`src/rtl/uart_alu_pkg.sv`:
```
// rtl/uart_alu_pkg.sv - shared types, constants and helpers for the UART/ALU frame bridge
package uart_alu_pkg;

    // State encoding of the frame FSM
    localparam logic [2:0] ST_IDLE   = 3'd0;
    localparam logic [2:0] ST_GET_A  = 3'd1;
    localparam logic [2:0] ST_GET_B  = 3'd2;
    localparam logic [2:0] ST_GET_OP = 3'd3;
    localparam logic [2:0] ST_EXEC   = 3'd4;
    localparam logic [2:0] ST_PUSH   = 3'd5;

    typedef enum logic [2:0] {
        IDLE   = ST_IDLE,
        GET_A  = ST_GET_A,
        GET_B  = ST_GET_B,
        GET_OP = ST_GET_OP,
        EXEC   = ST_EXEC,
        PUSH   = ST_PUSH
    } state_t;

    localparam logic [7:0] SOF_DEFAULT = 8'hA5;

    // Ceiling log2; 0 for values of 1 or less
    function automatic int clog2(input int value);
        int r;
        r = 0;
        while ((1 << r) < value) begin
            r++;
        end
        return r;
    endfunction

    // Bits needed to hold 0..max_value, never less than one
    function automatic int cnt_width(input int max_value);
        int w;
        w = clog2(max_value + 1);
        return (w < 1) ? 1 : w;
    endfunction

    // True when the word (data plus parity bit, zero-extended) has even parity
    function automatic logic parity_ok(input logic [63:0] word);
        return ~(^word);
    endfunction

endpackage

```
`src/rtl/uart_alu_frame_interface_fifo.sv`:
```
// rtl/uart_alu_frame_interface_fifo.sv - synchronous FIFO with show-ahead head output
//
// Ports:
//   clk, rst_n       clock, asynchronous active-low reset (pointers only)
//   wr_en, wr_data   push request and data; a push on full is taken only
//                    when a pop happens in the same cycle
//   rd_en            pop request; ignored while empty
//   rd_data          current head word (valid while !empty)
//   empty, full      occupancy flags
module uart_alu_frame_interface_fifo
    import uart_alu_pkg::*;
#(
    parameter int WIDTH = 8,
    parameter int DEPTH = 4
) (
    input  logic             clk,
    input  logic             rst_n,
    input  logic             wr_en,
    input  logic [WIDTH-1:0] wr_data,
    input  logic             rd_en,
    output logic [WIDTH-1:0] rd_data,
    output logic             empty,
    output logic             full
);

    localparam int AW = (clog2(DEPTH) < 1) ? 1 : clog2(DEPTH);

    logic [WIDTH-1:0] mem [DEPTH];
    // Pointers carry one extra wrap bit to tell full from empty
    logic [AW:0]      wr_ptr;
    logic [AW:0]      rd_ptr;
    logic             do_wr;
    logic             do_rd;

    assign empty   = (wr_ptr == rd_ptr);
    assign full    = (wr_ptr[AW] != rd_ptr[AW]) && (wr_ptr[AW-1:0] == rd_ptr[AW-1:0]);
    assign do_rd   = rd_en && !empty;
    assign do_wr   = wr_en && (!full || do_rd);
    assign rd_data = mem[rd_ptr[AW-1:0]];

    always_ff @(posedge clk or negedge rst_n) begin
        if (!rst_n) begin
            wr_ptr <= '0;
            rd_ptr <= '0;
        end else begin
            if (do_wr) begin
                wr_ptr <= wr_ptr + 1'b1;
            end
            if (do_rd) begin
                rd_ptr <= rd_ptr + 1'b1;
            end
        end
    end

    always_ff @(posedge clk) begin
        if (do_wr) begin
            mem[wr_ptr[AW-1:0]] <= wr_data;
        end
    end

endmodule

```
`src/rtl/uart_alu_frame_interface.sv`:
```
// rtl/uart_alu_frame_interface.sv - framed bridge from UART rx/tx to the ALU
//
// Frame on the rx side: SOF_BYTE, operand A, operand B, opcode. Operands and
// opcode are presented to the ALU with a one-cycle o_alu_valid pulse, the
// result is sampled ALU_LATENCY cycles later and queued for transmission.
//
// Ports:
//   i_clk, i_rst       clock, asynchronous active-low reset
//   i_rx_data/done     received word (parity bit in MSB when PARITY_CHECK=1) and strobe
//   i_tx_done          transmitter finished the current word (pops TX FIFO)
//   i_alu_data         ALU result
//   o_alu_data_a/b/op  operands and opcode, held between frames
//   o_alu_valid        pulse when a new operand set is loaded
//   o_tx_data          head of TX FIFO (0 while empty)
//   o_tx_start         TX FIFO non-empty
//   o_frame_err        pulse on parity error or inter-byte timeout
//   o_err_count        saturating error count
module uart_alu_frame_interface
    import uart_alu_pkg::*;
#(
    parameter int                N_DATA         = 8,
    parameter int                PARITY_CHECK   = 0,
    parameter int                NB_OPERATION   = 6,
    parameter int                N_WORD_BUFFER  = 4,
    parameter logic [N_DATA-1:0] SOF_BYTE       = N_DATA'(SOF_DEFAULT),
    parameter int                ALU_LATENCY    = 0,
    parameter int                TIMEOUT_CYCLES = 1000000,
    parameter int                NB_ERR_COUNT   = 8
) (
    input  logic                       i_clk,
    input  logic                       i_rst,
    input  logic [N_DATA+PARITY_CHECK-1:0] i_rx_data,
    input  logic                       i_rx_done,
    input  logic                       i_tx_done,
    input  logic [N_DATA-1:0]          i_alu_data,
    output logic [N_DATA-1:0]          o_alu_data_a,
    output logic [N_DATA-1:0]          o_alu_data_b,
    output logic [NB_OPERATION-1:0]    o_alu_data_op,
    output logic                       o_alu_valid,
    output logic [N_DATA-1:0]          o_tx_data,
    output logic                       o_tx_start,
    output logic                       o_frame_err,
    output logic [NB_ERR_COUNT-1:0]    o_err_count
);

    localparam int RX_W  = N_DATA + PARITY_CHECK;
    localparam int TMO_W = cnt_width(TIMEOUT_CYCLES);
    localparam int LAT_W = cnt_width(ALU_LATENCY);

    state_t              state;
    state_t              state_nxt;

    logic [RX_W-1:0]     rx_word;
    logic [N_DATA-1:0]   rx_bits;
    logic                rx_empty;
    logic                rx_full;
    logic                rx_push;
    logic                rx_pop;

    logic [N_DATA-1:0]   tx_head;
    logic                tx_empty;
    logic                tx_full;
    logic                tx_push;

    logic [N_DATA-1:0]   a_shadow;
    logic [N_DATA-1:0]   b_shadow;
    logic [N_DATA-1:0]   result;
    logic [TMO_W-1:0]    tmo_cnt;
    logic [LAT_W-1:0]    lat_cnt;

    logic                in_get;
    logic                par_good;
    logic                par_err;
    logic                tmo_hit;
    logic                err;
    logic                lat_done;
    logic                load_a;
    logic                load_b;
    logic                load_op;

    assign rx_push = i_rx_done && !rx_full;

    uart_alu_frame_interface_fifo #(
        .WIDTH (RX_W),
        .DEPTH (N_WORD_BUFFER)
    ) u_rx_fifo (
        .clk     (i_clk),
        .rst_n   (i_rst),
        .wr_en   (rx_push),
        .wr_data (i_rx_data),
        .rd_en   (rx_pop),
        .rd_data (rx_word),
        .empty   (rx_empty),
        .full    (rx_full)
    );

    uart_alu_frame_interface_fifo #(
        .WIDTH (N_DATA),
        .DEPTH (N_WORD_BUFFER)
    ) u_tx_fifo (
        .clk     (i_clk),
        .rst_n   (i_rst),
        .wr_en   (tx_push),
        .wr_data (result),
        .rd_en   (i_tx_done),
        .rd_data (tx_head),
        .empty   (tx_empty),
        .full    (tx_full)
    );

    assign o_tx_start = !tx_empty;
    assign o_tx_data  = tx_empty ? '0 : tx_head;

    assign rx_bits  = rx_word[N_DATA-1:0];
    assign in_get   = (state == GET_A) || (state == GET_B) || (state == GET_OP);
    assign rx_pop   = !rx_empty && ((state == IDLE) || in_get);
    assign par_good = (PARITY_CHECK == 0) || parity_ok(64'(rx_word));
    // In IDLE only a corrupted start marker counts as an error; other noise is dropped quietly
    assign par_err  = rx_pop && !par_good && (in_get || (rx_bits == SOF_BYTE));
    // Timeout fires on the idle cycle that would bring the counter to TIMEOUT_CYCLES
    assign tmo_hit  = in_get && !rx_pop && (tmo_cnt == TMO_W'(TIMEOUT_CYCLES - 1));
    assign err      = par_err || tmo_hit;
    assign lat_done = (lat_cnt == LAT_W'(ALU_LATENCY));
    // A push on a full TX FIFO is fine when the transmitter pops in the same cycle
    assign tx_push  = (state == PUSH) && (!tx_full || i_tx_done);

    always_comb begin
        state_nxt = state;
        load_a    = 1'b0;
        load_b    = 1'b0;
        load_op   = 1'b0;
        case (state)
            IDLE: begin
                if (rx_pop && par_good && (rx_bits == SOF_BYTE)) begin
                    state_nxt = GET_A;
                end
            end
            GET_A: begin
                if (err) begin
                    state_nxt = IDLE;
                end else if (rx_pop) begin
                    load_a    = 1'b1;
                    state_nxt = GET_B;
                end
            end
            GET_B: begin
                if (err) begin
                    state_nxt = IDLE;
                end else if (rx_pop) begin
                    load_b    = 1'b1;
                    state_nxt = GET_OP;
                end
            end
            GET_OP: begin
                if (err) begin
                    state_nxt = IDLE;
                end else if (rx_pop) begin
                    load_op   = 1'b1;
                    state_nxt = EXEC;
                end
            end
            EXEC: begin
                if (lat_done) begin
                    state_nxt = PUSH;
                end
            end
            PUSH: begin
                if (tx_push) begin
                    state_nxt = IDLE;
                end
            end
            default: state_nxt = IDLE;
        endcase
    end

    always_ff @(posedge i_clk or negedge i_rst) begin
        if (!i_rst) begin
            state <= IDLE;
        end else begin
            state <= state_nxt;
        end
    end

    always_ff @(posedge i_clk or negedge i_rst) begin
        if (!i_rst) begin
            a_shadow      <= '0;
            b_shadow      <= '0;
            o_alu_data_a  <= '0;
            o_alu_data_b  <= '0;
            o_alu_data_op <= '0;
            o_alu_valid   <= 1'b0;
            o_frame_err   <= 1'b0;
            o_err_count   <= '0;
            tmo_cnt       <= '0;
            lat_cnt       <= '0;
            result        <= '0;
        end else begin
            o_alu_valid <= load_op;
            o_frame_err <= err;

            if (load_a) begin
                a_shadow <= rx_bits;
            end
            if (load_b) begin
                b_shadow <= rx_bits;
            end
            if (load_op) begin
                o_alu_data_a  <= a_shadow;
                o_alu_data_b  <= b_shadow;
                o_alu_data_op <= rx_word[NB_OPERATION-1:0];
            end

            if (err && (o_err_count != '1)) begin
                o_err_count <= o_err_count + 1'b1;
            end

            if (!in_get || rx_pop || tmo_hit) begin
                tmo_cnt <= '0;
            end else begin
                tmo_cnt <= tmo_cnt + 1'b1;
            end

            // With zero latency the result is sampled in the o_alu_valid cycle itself
            if ((state == EXEC) && !lat_done) begin
                lat_cnt <= lat_cnt + 1'b1;
            end else begin
                lat_cnt <= '0;
            end

            if ((state == EXEC) && lat_done) begin
                result <= i_alu_data;
            end
        end
    end

endmodule

```
`config.mk`:
```
export PLATFORM = sky130hd
export DESIGN_NAME = uart_alu_frame_interface
export DESIGN_NICKNAME = d
export VERILOG_FILES = /design/src/rtl/uart_alu_pkg.sv /design/src/rtl/uart_alu_frame_interface_fifo.sv /design/src/rtl/uart_alu_frame_interface.sv
export SDC_FILE = /design/constraint.sdc
export NUM_CORES = 1
export LEC_CHECK = 0
export CAP_MARGIN = 10
export CORE_MARGIN = 3
export CORE_UTILIZATION = 50
export DETAILED_ROUTE_END_ITERATION = 6
export PLACE_DENSITY = 0.79
export SYNTH_ARGS = -nofsm -noshare
export SYNTH_HDL_FRONTEND = slang
export SYNTH_HIERARCHICAL = 1
export SYNTH_SLANG_ARGS = --single-unit
```
`constraint.sdc`:
```
create_clock -name i_clk -period 3.64 [get_ports i_clk]
set_input_delay 0.364 -clock i_clk [delete_from_list [all_inputs] [get_ports i_clk]]
set_output_delay 0.364 -clock i_clk [all_outputs]
set_load 0.1 [all_outputs]
```
* Word-level counts from Yosys, hierarchy flattened
Memories as Yosys holds them, arrays and structs flattened.
Cells that the tools add are included.
** Storage, ports and cells
- Bits in writable memories :: 64
- Bits in registers :: 92
- Logic and storage cells :: 99
- Memories :: 2
- Bits in latches :: 0
- Memory bits (read-only) :: 0
- Input port bits :: 20
** Memory list
- u_rx_fifo.mem :: words 4, bits a word 8, read ports 1, clocked after Yosys merged registers in 0, write ports 1, line uart_alu_frame_interface_fifo.sv:28 : logic [WIDTH-1:0] mem [DEPTH];
- u_tx_fifo.mem :: words 4, bits a word 8, read ports 1, clocked after Yosys merged registers in 0, write ports 1, line uart_alu_frame_interface_fifo.sv:28
** Operators by class
- Divide/modulo/power cells :: 0
- Order comparisons :: 0
- Reduce and logical (&&, ||, !) cells :: 31
- Mux-type cells :: 22
- Add/sub/neg operators :: 7
- Shifts and indexed selects :: 0
- Bitwise gates (word level) :: 1
- Equality and inequality tests :: 20
- Multipliers :: 0
** Operator list (number)
- 3-bit two-way mux :: 9
- 20-bit by 1-bit adder with 20-bit output, second input constant :: 1
- 20-bit == test, second input constant :: 1
- 20-bit two-way mux :: 1
- 3-bit case mux with 6 select lines :: 1
- 1-bit logical AND :: 15
- 3-bit by 1-bit adder with 3-bit output, second input constant :: 4
- 1-bit two-way mux :: 10
- 3-bit inequality test, second input constant :: 3
- 8-bit by 1-bit adder with 8-bit output, second input constant :: 1
- 8-bit == test, second input constant :: 1
- 1-bit logical OR :: 8
- 8-bit two-way mux :: 1
- 8-bit inequality test, second input constant :: 1
- 3-bit by 2-bit == test with 1-bit output, second input constant :: 2
- 3-bit == test :: 2
- 3-bit == test, second input constant :: 2
- 1-bit logical NOT :: 6
- 6-bit AND reduction :: 1
- 2-bit == test :: 2
- 2-bit by 1-bit inequality test with 1-bit output, second input constant :: 2
- 3-bit by 1-bit == test with 1-bit output, second input constant :: 1
- 3-bit logical NOT :: 1
- 1-bit inequality test :: 2
- other kinds (3) :: 3

* Longest topological paths before layout
Gate-level depths: netlist of run 1.
- Depth after elaboration :: 10
- Mapped depth :: 11
- Depth with buffers taken out :: 9

* Cells and area by module
The synthesis of run 1 kept the hierarchy.
** Modules (own cells, without submodules)
- uart_alu_frame_interface :: area each 3433.3 µm², instances 1, cells each 267
- uart_alu_frame_interface_fifo at u_rx_fifo :: area each 1652.8 µm², instances 1, cells each 96
- uart_alu_frame_interface_fifo at u_tx_fifo :: area each 1614.0 µm², instances 1, cells each 88

* Least setup slack after synthesis of run 1
No wires, ideal clock.
- Kind :: register to output
- Start point :: reg u_tx_fifo.rd_ptr[1]
- End point :: out o_tx_data[0]
- Arrival :: 2458 ps
- Setup slack :: 818 ps
- Required time :: 3276 ps
- Stages on the path, launching flop included :: 7
- Cells stage by stage :: dfrtp_1 > buf_4 > xor2_1 > buf_2 > or2_1 > nor2_1 > nor2b_1
** Between the ends
- Word-level cells in the longest chain between the ends :: 2
** Ends and longest elaborated chain
- from (decl) :: line uart_alu_frame_interface_fifo.sv:31 : logic [AW:0] rd_ptr;
- from (signal assigned) :: line uart_alu_frame_interface_fifo.sv:50 : rd_ptr <= rd_ptr + 1'b1;
- 3-bit == test :: line uart_alu_frame_interface_fifo.sv:35 : assign empty = (wr_ptr == rd_ptr);
- net tx_empty :: line uart_alu_frame_interface.sv:61 : logic tx_empty;
- 8-bit two-way mux :: line uart_alu_frame_interface.sv:112 : assign o_tx_data = tx_empty ? '0 : tx_head;
- to (decl) :: line uart_alu_frame_interface.sv:40 : output logic [N_DATA-1:0] o_tx_data,
The timed path passes the listed nets, and every way through them passes these cells.

* Worst setup path in the final report of run 1
- Start point :: reg u_rx_fifo.rd_ptr[1]
- End point :: mem u_rx_fifo.mem[2][4] (enable)
** RTL lines
- from (decl) :: line uart_alu_frame_interface_fifo.sv:31
- from (signal assigned) :: line uart_alu_frame_interface_fifo.sv:50
- 2-bit == test :: line uart_alu_frame_interface_fifo.sv:36 : assign full = (wr_ptr[AW] != rd_ptr[AW]) && (wr_ptr[AW-1:0] == rd_ptr[AW-1:0]);
- 1-bit logical AND :: line uart_alu_frame_interface_fifo.sv:36
- net rx_full :: line uart_alu_frame_interface.sv:56 : logic rx_full;
- 1-bit logical NOT :: line uart_alu_frame_interface.sv:81 : assign rx_push = i_rx_done && !rx_full;
- 1-bit logical AND :: line uart_alu_frame_interface.sv:81
- net rx_push :: line uart_alu_frame_interface.sv:57 : logic rx_push;
- 1-bit logical AND :: line uart_alu_frame_interface_fifo.sv:38 : assign do_wr = wr_en && (!full || do_rd);
- 1-bit two-way mux :: line uart_alu_frame_interface_fifo.sv:56 : if (do_wr) begin
- 1-bit two-way mux (not written as such) :: line uart_alu_frame_interface_fifo.sv:57 : mem[wr_ptr[AW-1:0]] <= wr_data;
- to (decl) :: line uart_alu_frame_interface_fifo.sv:28
The timed path passes the listed nets, and every way through them passes these cells.

==> metrics, run 1 <==
fillcell total=between 900 and 1000; most frequent cell after synthesis=dfrtp_1; Critical Path Max Stage Delay=0.64 ns; DR vias/cell=approximately 5.4; gr usage total=between 10% and 20%; Die H=roughly 120 microns; Rel. slew slack=29.7%; TritonRoute pass-1 iters=4; H-tree Lvls=4; # diodes=0; sequential element share of the synthesized area=63.0%; fmax=approximately 340 MHz; initial antenna violation count=0; largest net degree at the start of global routing=49; # rows=between 40 and 50; CP delay by family, top=simple AND/OR/NAND/NOR gates; CTS tree=built; die area=14800 sq um; placer congestion estimate=~0.81; total congestion overflow=0; layout cell share with drive strength beyond 1=between 20% and 30%; number of synthesized flops with an enable pin=64; via count=roughly 3800; RSZ-0062 raised after global routing=false; TritonCTS Buffers=17; Post-synth top flop=dfrtp_1; period utilization=81.1%; post-synth top area cell=dfrtp_1; port bufs=60; crit path max fanout=12; Crit path required time=approximately 3.7 ns; Synthesized Nets=483; Synth top cells by count=92 x dfrtp_1, 64 x edfxtp_1, 49 x mux2_2; Worst Tran Pin Value=around 1.1 ns; Setup TNS=0 ns; HPWL Detailed=8640 microns; Area contributors post-synth=dfrtp_1 34%, edfxtp_1 29%, mux2_2 8.2%, mux4_2 5.4%, xor2_1 2.6%; WS Path Type=register to register; top-area cell type share of the netlist area=34.4%; Final nets=~560; CTS Root Cell=clkbuf_16; Yosys reg bits=roughly 160; starting density of the core=a little over half; Post-Syn Area=6700 sq um; CP most frequent cell=nor2_1; Crit. End Element=register; Max-Cap Viols=0; Layout area overhead=20.7%; critical path launch point type=register; fin cells=slightly above 700; Avg Cell Area, Syn=between 10 and 15 sq um; status=completed; core area=roughly 13000 sq um; DR WL/cell=17.8 microns; Clock Latency Late Sink=between 0.4 and 0.5 ns; Final Hold Vio Count=0; global-route wire length before repair=roughly 21000 microns; slowest cell on the critical path=dfrtp_1; unique cell type count in the Yosys netlist=59; Initial DRC Count=~290; CTS clk-pin slew, worst paths=0.06 ns; Remaining DRCs=0; CTS Sinks=about 160; number of global-route vias before repair=4082; Synth Instances=451; Worst Hold Class=register to register; max-slew violations=0; Setup Buffers After CTS=0; chip width=between 100 and 150 microns; CP bufs+invs=0; CP Cell Sequence=xor2_2 > or2_2 > nor2_1 > nor2b_1 > o41ai_4 > nor2_1; Cells after DPL=~680; I/O pin count=a little over 60; Post-Route WL=between 10000 and 15000 microns; final setup fails=0; clock skew=0.00627 ns; fin crit period=between 2 and 3 ns; antenna-violating nets left=0; Syn. warnings=6; WP data arrival=roughly 3.0 ns; post-synthesis async set-or-reset flop share=between 50% and 60%; maximum clock insertion buffer count=2
cell type report:
| cell class | count | area (sq um) | share of cell area, % |
|---|---|---|---|
| multi-input cells | 265 | 2350 | 29.0 |
| clock inverters | 10 | 110 | 1.36 |
| flip-flops and latches | 156 | 4220 | 52.2 |
| inverters | 15 | 56.3 | 0.696 |
| repair buffers | 69 | 646 | 7.98 |
| well taps | 172 | 215 | 2.66 |
| clock buffers | 22 | 489 | 6.05 |
worst paths after layout:
| kind | startpoint | end | slack, ns | cells past startpoint |
|---|---|---|---|---|
| max reg2reg | u_rx_fifo/rd_ptr[1] | u_rx_fifo/mem[2][4] | 0.69 | 6 |
| max | u_rx_fifo/rd_ptr[1] | u_rx_fifo/mem[2][4] | 0.69 | 6 |
| min in group asynchronous | i_rst | u_rx_fifo/wr_ptr[1] | 0.51 | 2 |
| max in group asynchronous | i_rst | b_shadow[5] | 2.36 | 3 |
| min | o_alu_data_b[6] | o_alu_data_b[6] | 0.50 | 1 |
| min reg2reg | o_alu_data_b[6] | o_alu_data_b[6] | 0.50 | 1 |
repair_timing:
| action | in CTS | in global routing |
|---|---|---|
| resized for setup | 0 | 0 |
| endpoints found under the setup margin | 0 | 0 |
| hold buffers | 1 | 0 |
| hold endpoints to repair | 46 | 0 |
sequential cells by signal (all words and copies together), names as in the netlist, 6 cells and up:
signal,cells
a_shadow,8
b_shadow,8
o_alu_data_a,8
o_alu_data_b,8
o_alu_data_op,6
o_err_count,8
result,8
tmo_cnt,20
u_rx_fifo/mem,32
u_tx_fifo/mem,32
logic make-up (layout without fill, tap and decap cells):
family / Yosys count / after routing / synth area share (%)
and+or+nand+nor: 124 / 124 / 10.4
xor gates and xnor gates: 34 / 34 / 4.56
muxes: 68 / 68 / 14.2
buffers and inverters: 30 / 116 / 1.92
DFF: 156 / 156 / 63.0
other: 1 / 1 / 0.0560
AOI/OAI and AO/OA: 26 / 26 / 3.64
adders and majority gates: 12 / 12 / 2.24
through the flow:
step	utilization (%)	setup WS (ns)	hold slack, ns	area, sq um
2_1_floorplan	-	0.818	0.0684	6700
3_3_place_gp	58.1	0.922	0.425	7480
3_5_place_dp	58.1	0.722	0.436	7480
4_1_cts	62.8	0.684	0.505	8090
5_1_grt	62.8	0.446	0.519	8090
6_report	62.8	0.689	0.504	8090
layer usage:
metal	part of all wire (%)	GRT usage [%]	vias to the layer above	wire length, microns
met5	0	0	-	0
met2	51	30.3	85	6410
met4	1.6	6.65	0	207
met3	4.8	5.66	18	604
li1	-	-	1793	-
met1	43	23.0	1941	5390
layout by cell type, fill, tap and decap left out, types with 2 or more instances in the layout:
cell type / Yosys / layout
nor2b_1: 9 / 9
mux2_1: 2 / 2
nor3_1: 6 / 6
o211ai_1: 3 / 3
inv_4: 0 / 3
mux4_2: 16 / 16
nor4_1: 3 / 3
nor4bb_1: 2 / 2
clkinv_2: 0 / 3
and3_1: 6 / 6
or3_1: 3 / 3
nand2b_1: 2 / 2
nand3_1: 8 / 8
nand4_1: 5 / 5
clkbuf_8: 0 / 2
mux2_2: 49 / 49
inv_1: 15 / 15
o311ai_0: 2 / 2
o31ai_1: 5 / 5
xor2_1: 20 / 20
o21a_1: 3 / 3
nand2_1: 21 / 21
buf_4: 2 / 18
and4_1: 2 / 2
nor2_1: 38 / 38
dfrtp_1: 92 / 92
xnor2_1: 13 / 13
or4_1: 3 / 3
ha_1: 12 / 12
clkbuf_16: 0 / 18
edfxtp_1: 64 / 64
bufinv_16: 0 / 2
clkdlybuf4s50_1: 0 / 50
a21oi_1: 3 / 3
Power of run 1 is not shown: default switching activity piles up to over one toggle a cycle in this logic, so the estimate is an artifact.
==> inputs of run 2 (changes only) <==
PLACE_DENSITY = 0.82   (was 0.79)
clock period = 2.5 ns   (was 3.64 ns; I/O delays follow)
==> run 2 against run 1 <==
  * First-iteration DRC count is 17% lower
  * Hold slack worse by 0.086 ns
  * Cell area grew 1.8%
  * Clock skew grew 0.0048 ns
  * Largest cell class unchanged
  * Sequential share of layout area is 0.94 points lower
  * Routed wire length fell by 2.6%
  * Cell count rose by 1.8%
  * Non-clock buffer count increased by 13
  * Sequential cell count did not move
  * Via count rose by 2.4%
  * Setup slack got worse by 0.55 ns
==> metrics, run 2 (same netlist as run 1, synthesis figures left out) <==
# diodes=0; chip width=between 100 and 150 microns; Die H=122 microns; WP data arrival=roughly 2.7 ns; Crit. End Element=register; via count=3929; DR vias/cell=~5.4; core area=about 13000 sq um; maximum clock insertion buffer count=2; TritonRoute pass-1 iters=4; Rel. slew slack=between 50% and 60%; WS Path Type=register to register; crit path max fanout=13; M3 GR Usage=around 6.3%; total congestion overflow=0; period utilization=a little over nine tenths; TritonCTS Buffers=17; most frequent cells in the layout=92 x dfrtp_1, 64 x edfxtp_1, 53 x buf_4; CTS Root Cell=clkbuf_16; Final Hold Vio Count=0; Crit path required time=2.81 ns; WHS=0.418 ns; CTS tree=built; critical path launch point type=register; Layout area overhead=22.9%; Register Area=4220 sq um; fmax=423 MHz; Cells after DPL=just under 700; HPWL Detailed=8370 microns; met1 Track Usage GR=a little under a quarter; grt met2 use=30.0%; busiest grt layer=met2; die area=between 10000 and 15000 sq um; CTS Sinks=between 150 and 200; Worst Tran Pin Value=0.736 ns; Post-Route WL=between 10000 and 15000 microns; port bufs=60; Max-Cap Viols=0; largest net degree at the start of global routing=93; placer congestion estimate=just over 0.8; Final WS setup=roughly 0.13 ns; initial antenna violation count=0; status=completed; final setup fails=0; fin cells=between 700 and 800; I/O pin count=61; Initial DRC Count=238; clock skew=about 0.011 ns; DR WL/cell=17.0 microns; Worst Hold Class=input port to asynchronous set/reset pin; fin crit period=2.37 ns; # rows=around 40; area occupied by multi-input gates=roughly 2400 sq um; gr usage total=a little under a fifth; CTS clk-pin slew, worst paths=around 0.070 ns; H-tree Lvls=4; Remaining DRCs=0; layout cell share with drive strength beyond 1=around a third; fillcell total=864; antenna-violating nets left=0; Clock Latency Late Sink=between 0.4 and 0.5 ns; max-slew violations=0; pre-CTS setup slack=0.116 ns; starting density of the core=between 50% and 60%; number of global-route vias before repair=4129; global-route wire length before repair=~21000 microns; Final nets=roughly 570; commonest non-fill, non-tap cell in the layout=dfrtp_1
==> run 2: cell count changes in the layout (fill, tap and decap cells not counted), sizes merged <==
| cell | previous run | this run |
|---|---|---|
| buf | 18 | 63 |
| bufinv | 2 | 1 |
| clkbuf | 22 | 17 |
| clkdlybuf4s50 | 50 | 18 |
| clkinv | 4 | 2 |
| inv | 18 | 26 |
==> run 2: layer usage <==
metal  wire, microns  share of wire (%)  vias up
met5               0                  0        -
met4             139                1.1        0
met3             653                5.3       14
met2            6320                 51       92
met1            5180                 42     1992
li1                -                  -     1831
==> run 2: layout make-up <==
class	instances	share of cell area, %
Sequential cell	156	51.3
Clock buffer	17	5.16
Inverter	15	0.684
Timing Repair Buffer	82	9.57
Tap cell	172	2.61
Clock inverter	15	2.01
Multi-Input combinational cell	265	28.7
==> run 2: per-stage QoR <==
stage	cell area, sq um	utilization (%)	setup TNS [ns]
2_1_floorplan	6710	-	-1.67
3_3_place_gp	7620	59.2	0
3_5_place_dp	7620	59.2	0
4_1_cts	8220	63.8	0
6_report	8240	64.0	0
5_1_grt	8240	64.0	-0.0309
==> run 2: timing repair <==
item,in CTS,in global routing
hold buffers,1,0
setup endpoints to repair,0,11
buffers inserted,0,1
endpoints found under the hold margin,92,0
resized for setup,0,2
==> run 2: worst max-delay path, cell delays in order, from the launching register on <==
cell	delay (ns)
dfrtp_1	0.45
xor2_1	0.42
nor2_2	0.12
nor2_2	0.19
buf_4	0.21
and3_1	0.46
mux2_2	0.39
==> run 2: worst paths after layout <==
| check | from | to | slack (ns) | cells past startpoint |
|---|---|---|---|---|
| min reg2reg | tmo_cnt[0] | tmo_cnt[0] | 0.49 | 1 |
| min in group i_clk | i_alu_data[7] | result[7] | 0.45 | 2 |
| max | u_rx_fifo/rd_ptr[2] | a_shadow[7] | 0.13 | 6 |
| max reg2reg | u_rx_fifo/rd_ptr[2] | a_shadow[7] | 0.13 | 6 |
| min | i_rst | tmo_cnt[11] | 0.42 | 3 |
| max in group asynchronous | i_rst | result[6] | 1.71 | 3 |
Power of run 2 is left out for the same reason.
==> inputs of run 3 (changes only) <==
CORE_ASPECT_RATIO = 1.2   (was default)
==> run 3 against run 2 <==
  * Clock skew fell by 0.0013 ns
  * Cell area is 0.56% higher
  * Register-to-register slack gained 0.03 ns
  * Clock-buffer cell count grew 2
  * Routed wire length rose by 2.5%
  * Sequential cell count unchanged
  * Sequential share of layout area shrank 0.29 points
  * Core utilization grew 0.27 points
  * Setup slack better by 0.030 ns
  * Via count up 0.51%
  * Fmax grew 1.3%
  * Critical path type unchanged
  * Critical endpoint is now o_alu_data_b[3]
  * Largest cell class unchanged
  * Highest routed layer unchanged
==> metrics, run 3 (same netlist as run 1, synthesis figures left out) <==
# rows=between 40 and 50; number of global-route vias before repair=about 4200; Crit path required time=roughly 2.8 ns; initial antenna violation count=0; die area=between 10000 and 15000 sq um; HPWL Detailed=about 8500 microns; period utilization=93.4%; largest net degree at the start of global routing=55; placer congestion estimate=0.798; Final WS setup=around 0.16 ns; CTS clk-pin slew, worst paths=approximately 0.06 ns; area occupied by multi-input gates=between 2000 and 2500 sq um; I/O pin count=61; Setup Buffers After CTS=0; DR WL/cell=around 18 microns; final setup fails=0; chip width=112 microns; RSZ-0062 raised after global routing=false; CP most frequent cell=nor2_2; total congestion overflow=0; crit path max fanout=17; Crit. End Element=register; layout cell share with drive strength beyond 1=roughly a third; Remaining DRCs=0; Worst Tran Pin Value=approximately 0.73 ns; Final nets=570; CTS Sinks=between 150 and 200; WP data arrival=around 2.6 ns; fmax=~430 MHz; Layout area overhead=23.6%; WHS=around 0.36 ns; via count=~3900; # diodes=0; antenna-violating nets left=0; DR vias/cell=roughly 5.5; Initial DRC Count=246; worst flop-to-flop path endpoint=o_alu_data_b[3]; critical path launch point type=register; r2r setup slk=approximately 0.16 ns; CP Cell Sequence=xor2_1 > nor2_2 > nor2_2 > and3_1 > buf_12 > mux2_2; starting density of the core=52.0%; slowest cell on the critical path=and3_1; max-slew violations=0; worst reg-to-reg path cell count=6; Post-Route WL=12600 microns; status=completed; global-route wire length before repair=about 21000 microns; commonest non-fill, non-tap cell in the layout=dfrtp_1; port bufs=60; maximum clock insertion buffer count=2; Rel. slew slack=51.0%; pre-CTS setup slack=around 0.15 ns; Max-Cap Viols=0; Reg2Reg Launch Point=u_rx_fifo/rd_ptr[2]; gr usage total=17.6%; clock skew=slightly below 0.01 ns; Worst Hold Class=input port to asynchronous set/reset pin; fin crit period=between 2 and 2.5 ns; TritonCTS Buffers=17; TritonRoute pass-1 iters=4; fillcell total=~900; CTS Root Cell=clkbuf_16; Cells after DPL=682; design area=roughly 8300 sq um; Clock Latency Late Sink=0.41 ns; Final Hold Vio Count=0; core area=roughly 13000 sq um; Post-DP Area=~7600 sq um; CTS tree=built; Critical Path Max Stage Delay=around 0.50 ns; fin cells=~700; WS Path Type=register to register; Register Area=4220 sq um; most frequent cells in the layout=92 x dfrtp_1, 64 x edfxtp_1, 53 x buf_4; Die H=133 microns; H-tree Lvls=4
[run 3: worst max path at each step]
| stage | from | endpoint | depth (start not counted) |
|---|---|---|---|
| floorplan | u_tx_fifo/rd_ptr[1] | o_tx_data[0] | 6 |
| global placement | i_tx_done | u_tx_fifo/mem[0][6] | 6 |
| detailed placement | u_rx_fifo/wr_ptr[1] | u_rx_fifo/mem[1][2] | 6 |
| CTS | u_rx_fifo/wr_ptr[1] | o_err_count[4] | 8 |
| global route | u_rx_fifo/rd_ptr[2] | o_alu_data_b[3] | 6 |
| finish | u_rx_fifo/rd_ptr[2] | o_alu_data_b[3] | 6 |
[run 3: timing repair]
| action | 4_1_cts | 5_1_grt |
|---|---|---|
| resized for setup | 0 | 3 |
| hold buffers | 1 | 0 |
| setup endpoints to repair | 0 | 59 |
| endpoints found under the hold margin | 38 | 0 |
[run 3: layout make-up]
cell class              count  area share, %
inverters                  15          0.680
well taps                 164           2.48
clock buffers              19           5.35
flip-flops and latches    156           51.0
repair buffers             83           9.76
clock inverters            13           2.16
multi-input cells         265           28.6
[run 3: stage by stage]
stage	util [%]	TNS [ns]
5_1_grt	64.2	0
4_1_cts	64.1	0
3_3_place_gp	59.2	0
3_5_place_dp	59.2	0
6_report	64.2	0
2_1_floorplan	-	-1.67
[run 3: critical path: cells and delay by family, from the launching register on]
| family | cells | cell delay, ns |
|---|---|---|
| xor gates and xnor gates | 1 | 0.35 |
| buffers and inverters | 1 | 0.22 |
| and+or+nand+nor | 3 | 0.85 |
| muxes | 1 | 0.35 |
| DFF | 1 | 0.44 |
[run 3: routing by layer]
| metal | part of all wire, % | global-route usage, % | wire length [microns] | up-vias |
|---|---|---|---|---|
| met1 | 42 | 21.3 | 5320 | 2022 |
| met4 | 1.0 | 4.80 | 132 | 0 |
| met5 | 0 | 0 | 0 | - |
| met3 | 3.7 | 4.39 | 460 | 14 |
| met2 | 53 | 31.4 | 6690 | 89 |
| li1 | - | - | - | 1824 |
Power of run 3 is left out for the same reason.
